## config.mk

```make
export PLATFORM = sky130hd
export DESIGN_NAME = k423_wb_stage_flat
export DESIGN_NICKNAME = d
export VERILOG_FILES = /design/src/rtl/k423_wb_stage_if.sv /design/src/rtl/k423_wb_stage.sv /design/src/flat_wrapper.sv
export SDC_FILE = /design/constraint.sdc
export NUM_CORES = 1
export LEC_CHECK = 0
export BUFFER_PORTS_ARGS = -buffer_cell sky130_fd_sc_hd__buf_2
export CORE_MARGIN = 2
export CORE_UTILIZATION = 40
export CTS_BUF_LIST = sky130_fd_sc_hd__clkbuf_8
export DETAILED_ROUTE_END_ITERATION = 6
export GPL_ROUTABILITY_DRIVEN = 0
export PLACE_DENSITY = 0.72
export SYNTH_ARGS = -nofsm -noshare
export SYNTH_HDL_FRONTEND = slang
export SYNTH_SLANG_ARGS = --single-unit
```

## constraint.sdc

```tcl
create_clock -name clk_i -period 6.4 [get_ports clk_i]
set_clock_uncertainty 0.15 [all_clocks]
set_input_delay 1.6 -clock clk_i [delete_from_list [all_inputs] [get_ports clk_i]]
set_output_delay 1.6 -clock clk_i [all_outputs]
set_load 0.1 [all_outputs]
```

## src/rtl/k423_wb_stage_if.sv

```systemverilog
// k423_wb_stage_if
// Purpose: groups the MEM->WB instruction handshake and the data-memory load
// response that feed the k423 writeback stage.
// Signals:
//   mem_vld_i        MEM stage has an instruction
//   mem_rdy_o        WB can accept
//   mem_rd_vld_i     instruction writes rd
//   mem_rd_idx_i     destination index
//   mem_rd_data_i    ALU/CSR result (non-load)
//   mem_load_i       instruction is a load
//   mem_load_size_i  0=BYTE, 1=HALF, 2=WORD
//   mem_load_uns_i   zero-extend (LBU/LHU)
//   mem_addr_lo_i    load address bits [1:0]
//   dmem_rsp_vld_i   load response valid
//   dmem_rsp_data_i  raw aligned word from memory
// Modports: master = MEM/dmem side, slave = WB stage.
interface k423_wb_stage_if #(
  parameter int XLEN      = 32,
  parameter int IDX_W     = 5,
  parameter int LS_SIZE_W = 2
);

  logic                 mem_vld_i;
  logic                 mem_rdy_o;
  logic                 mem_rd_vld_i;
  logic [IDX_W-1:0]     mem_rd_idx_i;
  logic [XLEN-1:0]      mem_rd_data_i;
  logic                 mem_load_i;
  logic [LS_SIZE_W-1:0] mem_load_size_i;
  logic                 mem_load_uns_i;
  logic [1:0]           mem_addr_lo_i;
  logic                 dmem_rsp_vld_i;
  logic [XLEN-1:0]      dmem_rsp_data_i;

  modport master (
    output mem_vld_i, mem_rd_vld_i, mem_rd_idx_i, mem_rd_data_i,
           mem_load_i, mem_load_size_i, mem_load_uns_i, mem_addr_lo_i,
           dmem_rsp_vld_i, dmem_rsp_data_i,
    input  mem_rdy_o
  );

  modport slave (
    input  mem_vld_i, mem_rd_vld_i, mem_rd_idx_i, mem_rd_data_i,
           mem_load_i, mem_load_size_i, mem_load_uns_i, mem_addr_lo_i,
           dmem_rsp_vld_i, dmem_rsp_data_i,
    output mem_rdy_o
  );

endinterface

```

## src/rtl/k423_wb_stage.sv

```systemverilog
// k423_wb_stage
// Purpose: writeback stage of the k423 pipeline. Accepts completed
// instructions from MEM, waits for the data-memory response on loads,
// formats load data (byte/half select plus sign/zero extension) and drives
// the regfile write port, the WB forwarding port and a load-pending hint
// used by ID for hazard stalls.
// Ports:
//   clk_i, rst_n_i     clock, asynchronous active-low reset
//   mem_if (slave)     MEM handshake and dmem load response
//   wb_rd_*_o          regfile write port
//   wb_fwd_rd_*_o      WB forwarding port (same cycle as the write)
//   wb_ld_pend_o/idx_o load waiting for its response, and its rd
//   wb_retire_o        one-cycle pulse per retired instruction
module k423_wb_stage #(
  parameter int XLEN  = 32,
  parameter int IDX_W = 5
) (
  input  logic              clk_i,
  input  logic              rst_n_i,
  k423_wb_stage_if.slave    mem_if,
  output logic              wb_rd_vld_o,
  output logic [IDX_W-1:0]  wb_rd_idx_o,
  output logic [XLEN-1:0]   wb_rd_data_o,
  output logic              wb_fwd_rd_vld_o,
  output logic [IDX_W-1:0]  wb_fwd_rd_idx_o,
  output logic [XLEN-1:0]   wb_fwd_rd_data_o,
  output logic              wb_ld_pend_o,
  output logic [IDX_W-1:0]  wb_ld_pend_idx_o,
  output logic              wb_retire_o
);

  localparam logic [1:0] LS_BYTE = 2'd0;
  localparam logic [1:0] LS_HALF = 2'd1;

  typedef enum logic [1:0] {
    S_IDLE    = 2'd0,
    S_WB      = 2'd1,
    S_LD_WAIT = 2'd2
  } state_t;

  state_t           state_q;
  logic             rd_vld_q;
  logic [IDX_W-1:0] idx_q;
  logic [XLEN-1:0]  data_q;
  logic [1:0]       size_q;
  logic             uns_q;
  logic [1:0]       addr_lo_q;

  logic             accept;
  logic             rd_live;
  logic             commit;

  // Select the addressed byte or half of the raw memory word and extend it.
  // A half uses only addr_lo[1]; misaligned halves never reach this stage.
  // Any size code other than BYTE/HALF passes the word straight through.
  function automatic logic [XLEN-1:0] format_load(
    input logic [XLEN-1:0] raw,
    input logic [1:0]      size,
    input logic            uns,
    input logic [1:0]      addr_lo
  );
    logic [7:0]  b;
    logic [15:0] h;
    logic [XLEN-1:0] res;
    b = raw[{addr_lo, 3'b000} +: 8];
    h = addr_lo[1] ? raw[31:16] : raw[15:0];
    case (size)
      LS_BYTE: res = {{(XLEN-8){~uns & b[7]}}, b};
      LS_HALF: res = {{(XLEN-16){~uns & h[15]}}, h};
      default: res = raw;
    endcase
    return res;
  endfunction

  // WB only refuses new work while a load is outstanding, so a commit in
  // S_WB overlaps with accepting the next instruction.
  assign mem_if.mem_rdy_o = (state_q != S_LD_WAIT);
  assign accept           = mem_if.mem_vld_i & mem_if.mem_rdy_o;

  // Single state register: latches the incoming instruction on accept,
  // captures the formatted load data when the response arrives, and
  // returns to idle once a commit cycle has no successor.
  always_ff @(posedge clk_i or negedge rst_n_i) begin
    if (!rst_n_i) begin
      state_q   <= S_IDLE;
      rd_vld_q  <= 1'b0;
      idx_q     <= '0;
      data_q    <= '0;
      size_q    <= '0;
      uns_q     <= 1'b0;
      addr_lo_q <= '0;
    end else begin
      case (state_q)
        S_LD_WAIT: begin
          if (mem_if.dmem_rsp_vld_i) begin
            data_q  <= format_load(mem_if.dmem_rsp_data_i, size_q, uns_q, addr_lo_q);
            state_q <= S_WB;
          end
        end
        default: begin
          if (accept) begin
            rd_vld_q  <= mem_if.mem_rd_vld_i;
            idx_q     <= mem_if.mem_rd_idx_i;
            data_q    <= mem_if.mem_rd_data_i;
            size_q    <= mem_if.mem_load_size_i;
            uns_q     <= mem_if.mem_load_uns_i;
            addr_lo_q <= mem_if.mem_addr_lo_i;
            state_q   <= mem_if.mem_load_i ? S_LD_WAIT : S_WB;
          end else begin
            state_q   <= S_IDLE;
          end
        end
      endcase
    end
  end

  // Outputs decode registered state only. x0 writes and rd_vld=0 still
  // retire but never write, forward or raise a load-pending hazard.
  assign rd_live = rd_vld_q & (idx_q != '0);
  assign commit  = (state_q == S_WB);

  assign wb_retire_o      = commit;
  assign wb_rd_vld_o      = commit & rd_live;
  assign wb_rd_idx_o      = (commit & rd_live) ? idx_q  : '0;
  assign wb_rd_data_o     = (commit & rd_live) ? data_q : '0;
  assign wb_fwd_rd_vld_o  = wb_rd_vld_o;
  assign wb_fwd_rd_idx_o  = wb_rd_idx_o;
  assign wb_fwd_rd_data_o = wb_rd_data_o;

  assign wb_ld_pend_o     = (state_q == S_LD_WAIT) & rd_live;
  assign wb_ld_pend_idx_o = ((state_q == S_LD_WAIT) & rd_live) ? idx_q : '0;

endmodule

```

## src/flat_wrapper.sv

```systemverilog
// flat-port wrapper written by rule: the top's interface ports become plain ports
module k423_wb_stage_flat 
#(
  parameter int XLEN  = 32,
  parameter int IDX_W = 5
)
  (clk_i, rst_n_i, wb_rd_vld_o, wb_rd_idx_o, wb_rd_data_o, wb_fwd_rd_vld_o, wb_fwd_rd_idx_o, wb_fwd_rd_data_o, wb_ld_pend_o, wb_ld_pend_idx_o, wb_retire_o, mem_if_mem_vld_i, mem_if_mem_rd_vld_i, mem_if_mem_rd_idx_i, mem_if_mem_rd_data_i, mem_if_mem_load_i, mem_if_mem_load_size_i, mem_if_mem_load_uns_i, mem_if_mem_addr_lo_i, mem_if_dmem_rsp_vld_i, mem_if_dmem_rsp_data_i, mem_if_mem_rdy_o);
  k423_wb_stage_if #(.XLEN(XLEN), .IDX_W(IDX_W)) mem_if_i ();
  input  logic clk_i;
  input  logic rst_n_i;
  output logic wb_rd_vld_o;
  output logic [IDX_W-1:0] wb_rd_idx_o;
  output logic [XLEN-1:0] wb_rd_data_o;
  output logic wb_fwd_rd_vld_o;
  output logic [IDX_W-1:0] wb_fwd_rd_idx_o;
  output logic [XLEN-1:0] wb_fwd_rd_data_o;
  output logic wb_ld_pend_o;
  output logic [IDX_W-1:0] wb_ld_pend_idx_o;
  output logic wb_retire_o;
  input wire logic [$bits(mem_if_i.mem_vld_i)-1:0] mem_if_mem_vld_i;
  input wire logic [$bits(mem_if_i.mem_rd_vld_i)-1:0] mem_if_mem_rd_vld_i;
  input wire logic [$bits(mem_if_i.mem_rd_idx_i)-1:0] mem_if_mem_rd_idx_i;
  input wire logic [$bits(mem_if_i.mem_rd_data_i)-1:0] mem_if_mem_rd_data_i;
  input wire logic [$bits(mem_if_i.mem_load_i)-1:0] mem_if_mem_load_i;
  input wire logic [$bits(mem_if_i.mem_load_size_i)-1:0] mem_if_mem_load_size_i;
  input wire logic [$bits(mem_if_i.mem_load_uns_i)-1:0] mem_if_mem_load_uns_i;
  input wire logic [$bits(mem_if_i.mem_addr_lo_i)-1:0] mem_if_mem_addr_lo_i;
  input wire logic [$bits(mem_if_i.dmem_rsp_vld_i)-1:0] mem_if_dmem_rsp_vld_i;
  input wire logic [$bits(mem_if_i.dmem_rsp_data_i)-1:0] mem_if_dmem_rsp_data_i;
  output wire logic [$bits(mem_if_i.mem_rdy_o)-1:0] mem_if_mem_rdy_o;
  assign mem_if_i.mem_vld_i = mem_if_mem_vld_i;
  assign mem_if_i.mem_rd_vld_i = mem_if_mem_rd_vld_i;
  assign mem_if_i.mem_rd_idx_i = mem_if_mem_rd_idx_i;
  assign mem_if_i.mem_rd_data_i = mem_if_mem_rd_data_i;
  assign mem_if_i.mem_load_i = mem_if_mem_load_i;
  assign mem_if_i.mem_load_size_i = mem_if_mem_load_size_i;
  assign mem_if_i.mem_load_uns_i = mem_if_mem_load_uns_i;
  assign mem_if_i.mem_addr_lo_i = mem_if_mem_addr_lo_i;
  assign mem_if_i.dmem_rsp_vld_i = mem_if_dmem_rsp_vld_i;
  assign mem_if_i.dmem_rsp_data_i = mem_if_dmem_rsp_data_i;
  assign mem_if_mem_rdy_o = mem_if_i.mem_rdy_o;
  k423_wb_stage #(.XLEN(XLEN), .IDX_W(IDX_W)) u_core (.clk_i(clk_i), .rst_n_i(rst_n_i), .mem_if(mem_if_i), .wb_rd_vld_o(wb_rd_vld_o), .wb_rd_idx_o(wb_rd_idx_o), .wb_rd_data_o(wb_rd_data_o), .wb_fwd_rd_vld_o(wb_fwd_rd_vld_o), .wb_fwd_rd_idx_o(wb_fwd_rd_idx_o), .wb_fwd_rd_data_o(wb_fwd_rd_data_o), .wb_ld_pend_o(wb_ld_pend_o), .wb_ld_pend_idx_o(wb_ld_pend_idx_o), .wb_retire_o(wb_retire_o));
endmodule
```

==> results of run 1 <==
flip-flops by register name (all words and copies together) (netlist names):
name and count:
u_core.uns_q 1, u_core.state_q 2, u_core.idx_q 5, u_core.rd_vld_q 1, u_core.data_q 32, u_core.addr_lo_q 2
u_core.size_q 2
Yosys cell counts (2+ instances only):
master | n | share of area, %
a211oi_2 | 10 | 4.0
mux2_2 | 11 | 3.9
o21ai_1 | 2 | 0.32
a211oi_1 | 7 | 1.7
buf_4 | 38 | 9.1
o22ai_1 | 8 | 1.6
dfrtp_1 | 45 | 36
inv_1 | 4 | 0.48
o2111ai_1 | 4 | 1.1
nor2b_1 | 11 | 2.2
and3b_1 | 2 | 0.56
or3_1 | 4 | 0.80
nor3b_1 | 2 | 0.48
o21ai_0 | 13 | 2.1
and2_1 | 32 | 6.4
mux2i_1 | 8 | 2.6
nand2_1 | 23 | 2.8
nor3_1 | 23 | 3.7
buf_6 | 2 | 0.72
and3_1 | 10 | 2.0
nor3b_2 | 2 | 0.80
nand2b_1 | 2 | 0.40
nor2_1 | 34 | 4.1
clkbuf_1 | 15 | 1.8
buf_2 | 8 | 1.3
a21oi_1 | 22 | 3.5
final cells by class:
cell class	count	share of cell area (%)
repair buffers	166	22.0
inverters	4	0.394
multi-input cells	248	42.0
well taps	102	3.35
clock buffers	7	2.53
flip-flops and latches	45	29.6
clock inverters	1	0.131
per-layer routing:
layer | vias up | part of all wire, % | global-route usage (%)
met5 | - | 0 | 0
met4 | 0 | 2.0 | 7.09
met3 | 16 | 6.2 | 3.58
met2 | 110 | 49 | 36.8
met1 | 1390 | 43 | 27.6
li1 | 1436 | - | -
where the power goes:
group          internal, mW  switching, mW
Sequential            0.343         0.0522
Combinational         0.141          0.456
Clock                0.0978         0.0996
cells by family (layout without fill, tap and decap cells):
| group | after synthesis | after routing | synth area share, % |
|---|---|---|---|
| buffers and inverters | 67 | 178 | 13.4 |
| and+or+nand+nor | 148 | 148 | 24.7 |
| muxes | 22 | 22 | 8.18 |
| DFF | 45 | 45 | 35.9 |
| AOI/OAI and AO/OA | 78 | 78 | 17.8 |
through the flow:
step	util (%)	hold slack [ns]	instance area [µm²]	instances	power, mW
global route	49.8	0.368	3810	573	1.25
floorplan	-	0.292	3140	360	0.904
detailed placement	48.5	0.317	3710	565	0.999
CTS	49.8	0.337	3810	573	1.20
finish	49.8	0.334	3810	573	1.19
global placement	48.5	0.309	3710	565	0.989
worst paths after layout:
kind                              startpoint             endpoint  slack (ns)
max                          u_core.rd_vld_q  wb_fwd_rd_data_o[7]        2.01
min                         u_core.data_q[2]     u_core.data_q[2]        0.33
max reg2reg                u_core.state_q[1]     u_core.data_q[7]        3.64
min reg2reg                 u_core.data_q[2]     u_core.data_q[2]        0.33
max in group asynchronous            rst_n_i    u_core.data_q[14]        4.11
min in group asynchronous            rst_n_i     u_core.data_q[5]        1.33
worst register-to-register path: cells and delay by family (launching register included):
kind,cells,cell delay (ns)
and+or+nand+nor,1,0.17
AOI/OAI and AO/OA,3,1.35
buffers and inverters,1,0.60
DFF,1,0.42
==> metrics.yaml, run 1 <==
worstPathCellList: "o21ai_1 -> nor3b_2 -> buf_4 -> and2_1 -> buf_2"
route.detailed.drc: 0
grt_pass1_wl_um: 14500
final_common_cell: "buf_2"
cp_num_cells: 5
ant_nets: 0
synth_edf_count: 0
hold_buffers: 0
wl_um: 9290
drtPass1Iterations: 4
outcome: "finished clean"
fillers: 782
critPathMaxStageDelay_ns: 0.73
seqCellArea_mm2: 0.00113
multi_input_area_mm2: 0.00160
die_w_um: 92.6
final_cell_mix: "buf_2, dfrtp_1, nor2_1"
max_freq_mhz: 228
path_clk_slew_ns: 0.09
ys_seq_area_share_pct: 35.9
via_per_inst: 5.15
p_leak_nw: 1.96
cts_buffer_depth: 2
worstMarginPinSlew_ns: 1.06
vias: 2952
cts.sinks: 45
drive_gt1_share_pct: 42.9
cts_resized: 0
cap_viol_max_count: 0
rsz0062_at_grt: "no"
fin_ws_ns: 2.01
tns_ns: 0
p_per_area_mw_per_mm2: 312
avgSynthCellArea_um2: 8.71
initial_core_util_pct: 41.0
cts_tree: "yes"
area_delta_synth_final_pct: 21.4
dieHeight_um: 92.6
ff2ff_path_depth: 5
ios: 164
cts_setup_buffers: 0
dieArea_mm2: 0.00857
synth_seq_cells: 45
drv_slew: 0
gr-usage-all-layers_pct: 21.5
clk_latency_ns: 0.30
drtIter0Drc: 125
crit_type: "reg -> out"
critical_path_buf_inv_count: 2
cpLargestDelayFamily: "simple AND/OR/NAND/NOR gates"
min_period_over_period_pct: 68.6
startpoint_type: "register"
cts_buffers: 5
cp.required_ns: 4.65
end_kind: "output port"
relSlewSlack_pct: 29.3
hold_viol_final: 0
finalNetCount: 550
overflow: 0
root_buffer: "clkbuf_8"
irDropWorstVdd_v: 0.000103
num_antenna_cells: 0
worst_path_max_delay_cell: "nor3b_2"
grt_max_degree: 46
rows: 32
place_hpwl_um: 7010
synth_nets: 440
synthArstFlopShare_pct: 100
period_needed_ns: 4.39
syn_inst: 360
grt_pass1_vias: 2876
wl_per_cell_um: 16.2
worstHoldPathType: "reg -> reg"
core_mm2: 0.00765
synth_flop_cell: "dfrtp_1"
setup_viol: 0
ys_types: 44
hold_path_depth: 2
dp_slack_ns: 2.28
crit_fanout: 18
cts_max_level: 2
syn_area_mm2: 0.00314
cp.arrival_ns: 2.64
port_buffers: 163
synth_warnings: 0
grt_antenna_before_repair: 0
No activity file was read; power rests on OpenSTA's default activity.
==> inputs of run 2 (changes only) <==
==> constraint.sdc (replaced) <==
create_clock -name clk_i -period 4.45 [get_ports clk_i]
set_clock_uncertainty 0.15 [all_clocks]
set_input_delay 1.1125 -clock clk_i [delete_from_list [all_inputs] [get_ports clk_i]]
set_output_delay 1.1125 -clock clk_i [all_outputs]
set_load 0.1 [all_outputs]
==> metrics.yaml, run 2 (synthesized netlist as in run 1, its figures left out) <==
grt_use_met2_pct: 37.7
cts_tree: "yes"
p_int_mw: 0.861
worstHoldPathType: "reg -> reg"
hold_buffers: 0
grt_pass1_vias: 2876
grt.busiest_layer: "met2"
critPathMaxStageDelay_ns: 0.76
relSlewSlack_pct: 31.4
hold_viol_final: 0
combinationalPowerShare_pct: 49.7
dp_slack_ns: 0.780
wl_um: 9420
drive_gt1_share_pct: 43.1
worstMarginPinSlew_ns: 1.03
die_w_um: 92.6
rows: 32
irDropWorstVdd_v: 0.000188
largest-register: "u_core.data_q"
clkPwrFrac_pct: 17.5
min_period_over_period_pct: 87.8
reg.largest.list: "u_core.data_q (32), u_core.idx_q (5)"
dieHeight_um: 92.6
area_delta_synth_final_pct: 21.8
p_per_area_mw_per_mm2: 454
max_freq_mhz: 256
outcome: "finished clean"
total_power_mw: 1.74
period_needed_ns: 3.91
final_common_cell: "buf_2"
grt_max_degree: 46
use_met3_pct: 3.66
initial_core_util_pct: 41.0
num_antenna_cells: 0
multi_input_area_mm2: 0.00160
dieArea_mm2: 0.00857
root_buffer: "clkbuf_8"
drv_slew: 0
fillers: 786
crit_type: "reg -> out"
cp.arrival_ns: 2.65
rsz0062_at_grt: "no"
gr-usage-all-layers_pct: 22.0
grt_pass1_wl_um: 14600
place_hpwl_um: 7170
via_per_inst: 5.18
clk_latency_ns: 0.30
path_clk_slew_ns: 0.09
cpLargestDelayFamily: "simple AND/OR/NAND/NOR gates"
cts_buffer_depth: 2
drtIter0Drc: 168
cts_max_level: 2
worstPathCellList: "o21ai_1 -> nor3b_2 -> buf_4 -> and2_1 -> buf_2"
overflow: 0
tns_ns: 0
final_core_util_pct: 50.0
cts_buffers: 5
ios: 164
port_buffers: 163
whs_ns: 0.332
worst_path_max_delay_cell: "nor3b_2"
core_mm2: 0.00765
wl_per_cell_um: 16.4
largest_reg_flops: 32
crit_fanout: 18
p_leak_nw: 1.96
cts_setup_buffers: 0
critical_path_buf_inv_count: 2
vias: 2971
seqCellArea_mm2: 0.00113
route.detailed.drc: 0
fin_ws_ns: 0.541
ant_nets: 0
cts.sinks: 45
cap_viol_max_count: 0
grtUsageMet1_pct: 28.2
startpoint_type: "register"
setup_viol: 0
grt_antenna_before_repair: 0
finalNetCount: 551
power_switching_mw: 0.874
cp.required_ns: 3.19
sw_frac_of_total_pct: 50.4
cts_resized: 0
end_kind: "output port"
final_cell_mix: "buf_2, dfrtp_1, nor2_1"
drtPass1Iterations: 4
p_seq_share_pct: 32.8
## run 2: cell count changes in the layout (fill, tap and decap cells not counted)
cell and change:
clkbuf_8 -2, nor2b_2 +1, nor2b_1 -1, bufinv_16 +1, buf_4 +1
## run 2: stage by stage
step	instances	cell area [µm²]
6_report	573	3820
4_1_cts	573	3820
3_5_place_dp	566	3720
3_3_place_gp	566	3720
5_1_grt	573	3820
2_1_floorplan	360	3140
## run 2: cell type report
| cell class | count | area share [%] |
|---|---|---|
| inverters | 4 | 0.393 |
| flip-flops and latches | 45 | 29.5 |
| well taps | 102 | 3.34 |
| clock buffers | 5 | 1.80 |
| multi-input cells | 248 | 41.9 |
| repair buffers | 167 | 22.1 |
| clock inverters | 2 | 0.917 |
## run 2: metal layers
metal,vias to the layer above,wire length (µm)
met1,1413,4040
li1,1437,-
met2,110,4650
met5,-,0
met4,0,152
met3,11,570
## run 2: tightest hold or removal path, cell delays in order, from the launching register on
cell and delay [ns]:
dfrtp_1 0.34, nand2_1 0.05, o21ai_0 0.06
## run 2: power groups by stage
stage          logic, mW  registers (mW)  clock network (mW)
3_3_place_gp       0.854           0.572                   0
4_1_cts            0.867           0.568               0.308
3_5_place_dp       0.864           0.577                   0
6_report           0.863           0.569               0.303
5_1_grt            0.911           0.583               0.326
2_1_floorplan      0.765           0.536                   0
## run 2: worst paths after layout
check / start / to / cells after the start / slack [ns]
worst max-delay path: u_core.rd_vld_q / wb_fwd_rd_data_o[7] / 5 / 0.54
worst min-delay path: u_core.data_q[2] / u_core.data_q[2] / 2 / 0.33
worst max register to register: u_core.state_q[1] / u_core.data_q[31] / 6 / 1.74
worst min register to register: u_core.data_q[2] / u_core.data_q[2] / 2 / 0.33
max in group asynchronous: rst_n_i / u_core.data_q[31] / 1 / 2.67
min in group asynchronous: rst_n_i / u_core.data_q[4] / 1 / 0.83
==> inputs of run 3 (changes only) <==
--- a/config.mk
+++ b/config.mk
@@ -5,13 +5,14 @@
 export SDC_FILE = /design/constraint.sdc
 export NUM_CORES = 1
 export LEC_CHECK = 0
+export ABC_AREA = 1
 export BUFFER_PORTS_ARGS = -buffer_cell sky130_fd_sc_hd__buf_2
 export CORE_MARGIN = 2
 export CORE_UTILIZATION = 40
 export CTS_BUF_LIST = sky130_fd_sc_hd__clkbuf_8
 export DETAILED_ROUTE_END_ITERATION = 6
 export GPL_ROUTABILITY_DRIVEN = 0
-export PLACE_DENSITY = 0.72
+export PLACE_DENSITY = 0.7
 export SYNTH_ARGS = -nofsm -noshare
 export SYNTH_HDL_FRONTEND = slang
 export SYNTH_SLANG_ARGS = --single-unit
==> metrics.yaml, run 3 <==
worstMarginPinSlew_ns: 1.13
synth_warnings: 0
outcome: "finished clean"
setup_viol: 0
area_delta_synth_final_pct: 17.2
num_antenna_cells: 0
dieHeight_um: 97.1
clkPwrFrac_pct: 16.1
grt_pass1_vias: 3286
synth_nets: 589
cts_buffer_depth: 2
p_per_area_mw_per_mm2: 402
min_period_over_period_pct: 80.9
hold_buffers: 0
synth_flop_cell: "dfrtp_1"
largest_reg_flops: 32
end_kind: "output port"
p_int_mw: 0.812
cts_resized: 0
cap_viol_max_count: 0
crit_fanout: 19
avgSynthCellArea_um2: 6.82
synth_top_family_by_area: "simple AND/OR/NAND/NOR gates"
ys_types: 27
clk_latency_ns: 0.30
drtPass1Iterations: 5
gr-usage-all-layers_pct: 20.5
dieArea_mm2: 0.00944
largest-register: "u_core.data_q"
dp.cells: 713
synth_compound_area_share_pct: 17.3
worstHoldPathType: "reg -> reg"
synthArstFlopShare_pct: 100
period_needed_ns: 3.60
place_hpwl_um: 7400
drtIter0Drc: 158
die_w_um: 97.1
root_buffer: "clkbuf_8"
irDropWorstVdd_v: 0.000215
drive_gt1_share_pct: 36.9
fin_cells: 720
route.detailed.drc: 0
yosys.area_share.simple_pct: 29.8
p_leak_nw: 2.40
finalNetCount: 695
cp.required_ns: 3.19
power_switching_mw: 0.824
p_seq_share_pct: 33.9
path_clk_slew_ns: 0.08
port_buffers: 163
yosys.area.top_type: "dfrtp_1"
relSlewSlack_pct: 24.9
grt_pass1_wl_um: 16000
tns_ns: 0
crit_type: "reg -> out"
yosys.area.top_type_share_pct: 32.5
ant_nets: 0
muxShareOfSynthArea_pct: 0
cts_setup_buffers: 0
ys_seq_area_share_pct: 32.5
cts_buffers: 5
cts.sinks: 45
vias: 3478
whs_ns: 0.337
max_freq_mhz: 278
synth_seq_cells: 45
grt_max_degree: 52
syn_inst: 509
wl_per_cell_um: 13.7
cp.arrival_ns: 2.34
initial_core_util_pct: 41.8
syn_area_mm2: 0.00347
yosys.area_share.xor_xnor_pct: 0
startpoint_type: "register"
overflow: 0
final_cell_mix: "buf_2, nand2_1, nor2_1"
wl_um: 9860
sw_frac_of_total_pct: 50.3
yosys.area_share.adder_pct: 0
core_mm2: 0.00830
drv_slew: 0
netlist_top_cells_area: "dfrtp_1, nand2_1, nor2_1"
rows: 33
ios: 164
grt_antenna_before_repair: 0
final_common_cell: "buf_2"
cts_tree: "yes"
combinationalPowerShare_pct: 49.9
rsz0062_at_grt: "no"
synth_common_cells: "nand2_1, nor2_1, inv_1"
synth_edf_count: 0
hold_viol_final: 0
cts_max_level: 2
via_per_inst: 4.83
reg.largest.list: "u_core.data_q (32), u_core.idx_q (5)"
## run 3: changes by cell type after synthesis, moves of 11 or more
cell	delta
nor2b_1	-11
nand3_1	+26
nand2_1	+71
a21oi_2	+21
and2_1	-32
inv_1	+55
nor3_1	-16
nor2_1	+60
mux2_2	-11
## run 3: per-layer routing
layer | GRT usage (%) | routed length (µm)
met4 | 6.61 | 223
met3 | 5.04 | 793
met1 | 27.6 | 4440
met5 | 0 | 0
met2 | 32.4 | 4410
## run 3: cell families after synthesis
kind of cell,count (synthesis)
AND/OR/NAND/NOR,242
flip-flops,45
buffers and inverters,130
AO/OA/AOI/OAI,92
## run 3: power by group through the flow
stage	sequential, mW	combinational, mW	clock (mW)
finish	0.555	0.817	0.264
global route	0.567	0.886	0.285
floorplan	0.536	0.722	0
CTS	0.555	0.822	0.269
detailed placement	0.563	0.820	0
global placement	0.559	0.809	0
## run 3: worst paths after layout
kind / cells past startpoint / from / end / slack, ns
min: 2 / u_core.rd_vld_q / u_core.rd_vld_q / 0.34
max reg2reg: 8 / u_core.state_q[1] / u_core.data_q[21] / 1.71
min reg2reg: 2 / u_core.rd_vld_q / u_core.rd_vld_q / 0.34
max in group asynchronous: 1 / rst_n_i / u_core.data_q[3] / 2.66
max: 8 / u_core.idx_q[2] / wb_fwd_rd_data_o[1] / 0.85
min in group asynchronous: 1 / rst_n_i / u_core.data_q[28] / 0.85
## run 3: area by class of cell
type                            instances  area, µm²
Inverter                               65        256
Tap cell                              105        131
Fill cell                             896       4230
Timing Repair Buffer                  164        823
Multi-Input combinational cell        334       1640
Clock buffer                            6       82.6
Clock inverter                          1       3.75
Sequential cell                        45       1130
## run 3: per-stage QoR
| step | util (%) | worst slack (ns) | instance area, µm² | total power, mW |
|---|---|---|---|---|
| 3_3_place_gp | 48.0 | 1.19 | 3980 | 1.37 |
| 5_1_grt | 49.0 | 0.608 | 4070 | 1.74 |
| 4_1_cts | 49.0 | 0.776 | 4070 | 1.65 |
| 3_5_place_dp | 48.0 | 1.12 | 3980 | 1.38 |
| 2_1_floorplan | - | -0.0283 | 3480 | 1.26 |
| 6_report | 49.0 | 0.850 | 4070 | 1.64 |
## run 3: critical path, cell delays in order, from the launching register on
cell	delay, ns
dfrtp_1	0.42
nor3_1	0.18
nand3_1	0.10
nand2_1	0.10
inv_1	0.05
nand2_1	0.42
buf_4	0.36
nor2_1	0.10
buf_2	0.30
